File: src/rtl/config_routing_mux.sv
// Scan-configured N:1 routing mux: a serial shadow selector, a commit-loaded active selector,
// and a binary select tree that is either combinational or registered after every level.
module config_routing_mux #(
  parameter int INPUTS    = 26,
  parameter int SEL_WIDTH = $clog2(INPUTS),
  parameter bit PIPELINED = 1'b0
) (
  input  logic              clock,
  input  logic              reset,
  input  logic              config_enable,
  input  logic              config_in,
  output logic              config_out,
  input  logic              config_commit,
  input  logic [INPUTS-1:0] data_in,
  output logic              data_out
);

  localparam int EXT = 1 << SEL_WIDTH;

  logic [SEL_WIDTH-1:0] r_shadow;
  logic [SEL_WIDTH-1:0] r_active;
  logic [SEL_WIDTH-1:0] w_shadowNext;

  assign w_shadowNext = SEL_WIDTH'({config_in, r_shadow} >> 1);

  // Commit copies the pre-edge shadow, so a shift in the same cycle does not leak into active.
  always_ff @(posedge clock) begin
    if (reset) begin
      r_shadow <= '0;
      r_active <= '0;
    end else begin
      if (config_enable) r_shadow <= w_shadowNext;
      if (config_commit) r_active <= r_shadow;
    end
  end

  assign config_out = r_shadow[0];

  for (genvar k = SEL_WIDTH; k >= 1; k--) begin : g_level
    logic [(1<<k)-1:0]     w_in;
    logic [k-1:0]          w_sin;
    logic [(1<<(k-1))-1:0] w_half;
    logic [(1<<(k-1))-1:0] w_out;

    // Zero-extension makes out-of-range selectors route constant 0.
    if (k == SEL_WIDTH) begin : g_top
      assign w_in  = EXT'(data_in);
      assign w_sin = r_active;
    end else begin : g_inner
      assign w_in  = g_level[k+1].w_out;
      assign w_sin = g_level[k+1].g_sel.w_sout;
    end

    assign w_half = w_sin[k-1] ? w_in[(1<<k)-1 -: (1<<(k-1))] : w_in[(1<<(k-1))-1:0];

    if (PIPELINED) begin : g_pipe
      logic [(1<<(k-1))-1:0] r_half;
      always_ff @(posedge clock) begin
        if (reset) r_half <= '0;
        else       r_half <= w_half;
      end
      assign w_out = r_half;
    end else begin : g_comb
      assign w_out = w_half;
    end

    // Remaining selector bits travel with their data so each output uses one consistent selector.
    if (k > 1) begin : g_sel
      logic [k-2:0] w_sout;
      if (PIPELINED) begin : g_pipe
        logic [k-2:0] r_sel;
        always_ff @(posedge clock) begin
          if (reset) r_sel <= '0;
          else       r_sel <= w_sin[k-2:0];
        end
        assign w_sout = r_sel;
      end else begin : g_comb
        assign w_sout = w_sin[k-2:0];
      end
    end
  end

  assign data_out = g_level[1].w_out[0];

endmodule

File: config.mk
export PLATFORM = sky130hd
export DESIGN_NAME = config_routing_mux
export DESIGN_NICKNAME = d
export VERILOG_FILES = /design/src/rtl/config_routing_mux.sv
export SDC_FILE = /design/constraint.sdc
export NUM_CORES = 1
export LEC_CHECK = 0
export ABC_AREA = 1
export CAP_MARGIN = 10
export CORE_UTILIZATION = 39
export CTS_CLUSTER_SIZE = 14
export DETAILED_ROUTE_END_ITERATION = 6
export PLACE_DENSITY_LB_ADDON = 0.3
export SLEW_MARGIN = 20
export SYNTH_ARGS = -nofsm -noshare
export SYNTH_HDL_FRONTEND = slang
export SYNTH_SLANG_ARGS = --single-unit
File: constraint.sdc
create_clock -name clock -period 1.52 [get_ports clock]
set_input_delay 0.38 -clock clock [delete_from_list [all_inputs] [get_ports clock]]
set_output_delay 0.38 -clock clock [all_outputs]
set_load 0.1 [all_outputs]
==> run_results.csv <==
group,metric,value,unit
outcome,status,"finished with violations",
outcome,violations,"DRC, setup timing",
clocking,cts_tree,"built",
detailed_routing,wl_met2,995,um
sta,tightest_slew,349,ps
setup_path,cp_cell_sequence,"buf_6 -> nor2_1 -> nor2_1 -> nand2_1 -> nand3_1 -> nand3_1 -> nand2_1 -> nand2_2 -> nand2_8 -> buf_12",
global_routing,grt_pass1_wl,3230,um
detailed_routing,vias,848,
detailed_routing,vias_per_cell,4.93,
logic_synthesis,yosysWarnings,0,
min_path,min_to,"r_shadow[2]",
setup_path,critPathKind,"flop to primary output",
clocking,clk_latency,250,ps
global_routing,grt_max_degree,12,
sta,hold_viol_final,0,
logic_synthesis,synth_most_common_cell,"nand2_1",
logic_synthesis,syn_avg_cell_area,5.89,um2
setup_path,required,1140,ps
global_routing,grt_pass1_vias,820,
placement,place.gp.congestion,0.816,
clocking,clk_pin_slew,60,ps
die,fp.dieArea,0.00189,mm2
clocking,cts-root-buf,"clkbuf_4",
clocking,clock_sinks,10,
logic_synthesis,netlist_top_cells_count,"nand2_1, nand3_1, inv_1",
logic_synthesis,syn_area,672,um2
power_and_ir_drop,power_density,632,mW/mm2
placement,dp_cells,169,
global_routing,antenna_found_initial,0,
sta,slew_headroom,76.7,%
logic_synthesis,synthFlopType,"dfxtp_1",
min_path,hp-start,"r_shadow[2]",
logic_synthesis,synth-async-reset-ratio,0,%
logic_synthesis,synth_top_cell_by_area,"dfxtp_1",
detailed_routing,first_pass_iters,6,
final_layout,final_cells,172,
setup_path,crit_slowest_cell,"dfxtp_4",
logic_synthesis,synth_area_leaders,"dfxtp_1, nand2_1, nand3_1, inv_1, a211oi_1",
placement,dp_hpwl,1420,um
setup_path,startpoint_type,"flop",
logic_synthesis,synth_edf_count,0,
detailed_routing,wl_met3,83,um
die,die_w,43.5,um
sta,tns,-338,ps
setup_path,slowest_delay,370,ps
min_path,hold_class,"flop to flop",
logic_synthesis,synth_top_area_share,29.8,%
logic_synthesis,ys_types,15,
detailed_routing,drt-met1-wl,719,um
logic_synthesis,syn_inst,114,
global_routing,grt_use_total,22.8,%
detailed_routing,wl_per_cell,10.6,um
detailed_routing,drcViolationCount,8,
sta,grt_setup_unrepaired,"yes",
die,start_util,43.1,%
logic_synthesis,syn-num-nets,145,
detailed_routing,wl,1820,um
sta,maxSlewViolCount,0,
die,io_pins,33,
sta,fmax,538,MHz
final_layout,fin_nets,189,
setup_path,critPathCaptureType,"primary output",
clocking,cts_max_level,1,
setup_path,r2r-start,"g_level[5].w_sin[3]",
logic_synthesis,synth-seq-area-share,29.8,%
detailed_routing,antenna_left,0,
power_and_ir_drop,p_leak,0.565,nW
final_layout,antenna_cells,0,
setup_path,ff2ff_path_depth,3,
sta,skew,1.31,ps
clocking,clockBufferDepth,2,
final_layout,drive_above_1_share,17.9,%
global_routing,grt_overflow_total,0,
setup_path,r2r_slack,620,ps
clocking,ctsHoldBuffers,0,
sta,fin_crit,1860,ps
power_and_ir_drop,ir_drop,0.489,mV
clocking,cts_buffers,3,
final_layout,area_growth,67.4,%
clocking,postCtsSetupBuffers,0,
placement,port_buffers,32,
detailed_routing,drt_iter0_markers,30,
sta,worst_slack,-338,ps
detailed_routing,top_layer_used,"met4",
die,core_region_area,0.00156,mm2
sta,setup_viol,1,
flow_run,cap_violations,0,
setup_path,cp_data_arrival_time,1480,ps
sta,timing.final.crit_share,122,%
setup_path,r2r_end,"g_level[5].w_sin[3]",
logic_synthesis,ys_seq_elements,10,
final_layout,fillerInstances,139,
min_path,hold_depth,2,
setup_path,crit_path_max_fanout,6,
die,row_count,14,
die,die_height,43.5,um
-- critical path, delay by kind of cell (launching register included) --
| family | cells | cell delay [ps] |
|---|---|---|
| buffers and inverters | 2 | 280 |
| flip-flops | 1 | 370 |
| AND/OR/NAND/NOR | 8 | 570 |
-- cell type report --
cell class	count	area [um2]	area share (%)
inverters	17	71.3	6.34
flip-flops and latches	10	209	18.6
repair buffers	42	394	35.0
multi-input cells	84	408	36.3
well taps	16	20.0	1.78
clock buffers	3	22.5	2.00
-- what timing repair did --
item	in CTS	in global routing
endpoints found under the hold margin	0	0
pin swaps	32	6
resized for setup	33	3
gates cloned	0	0
endpoints found under the setup margin	1	1
-- power by group --
| group | internal (mW) | switching (mW) |
|---|---|---|
| logic | 0.130 | 0.132 |
| registers | 0.271 | 0.0104 |
| clock network | 0.0907 | 0.0772 |
-- sequential cells by signal (all words and copies together) (netlist names) --
signal         cells
r_shadow           5
g_level.w_sin      5
-- layer usage --
metal  global-route usage [%]  vias up
li1                         -      442
met1                     22.6      384
met2                     45.8       20
met3                     2.50        2
met4                     11.3        0
met5                        0        -
-- worst max path at each step --
stage	startpoint	to	slack (ps)	cells after the start
3_5_place_dp	data_in[18]	data_out	-490	9
2_1_floorplan	g_level[5].w_sin[3]	data_out	20	11
6_report	g_level[5].w_sin[4]	data_out	-340	10
4_1_cts	g_level[5].w_sin[4]	data_out	-350	10
3_3_place_gp	data_in[18]	data_out	-490	9
5_1_grt	g_level[5].w_sin[3]	data_out	-430	11
-- per-stage QoR --
stage	area, um2	setup slack (ps)	total power [mW]	util, %	hold slack, ps
detailed placement	1100	-490	0.562	70.6	468
floorplan	694	16.2	0.431	-	450
finish	1120	-338	0.711	72.2	482
global route	1120	-428	0.755	72.2	499
global placement	1100	-486	0.557	70.6	460
CTS	1120	-345	0.720	71.7	478
-- placed cells by master (no fill, tap or decap), drive strengths merged --
cell type and n:
nand2 46, dlygate4sd2 23, inv 16, nand3 15, buf 12, dfxtp 10
nor2 9, clkdlybuf4s50 7, a211oi 5, a21oi 5, clkbuf 3, or2 2
o211ai 2, clkinv 1
-- logic make-up after synthesis --
logic type,after synthesis,synth area share [%]
DFF,10,29.8
and+or+nand+nor,72,44.9
AOI/OAI and AO/OA,12,11.5
buffers and inverters,20,13.8
Note: power is estimated with default switching activity, not from simulation.
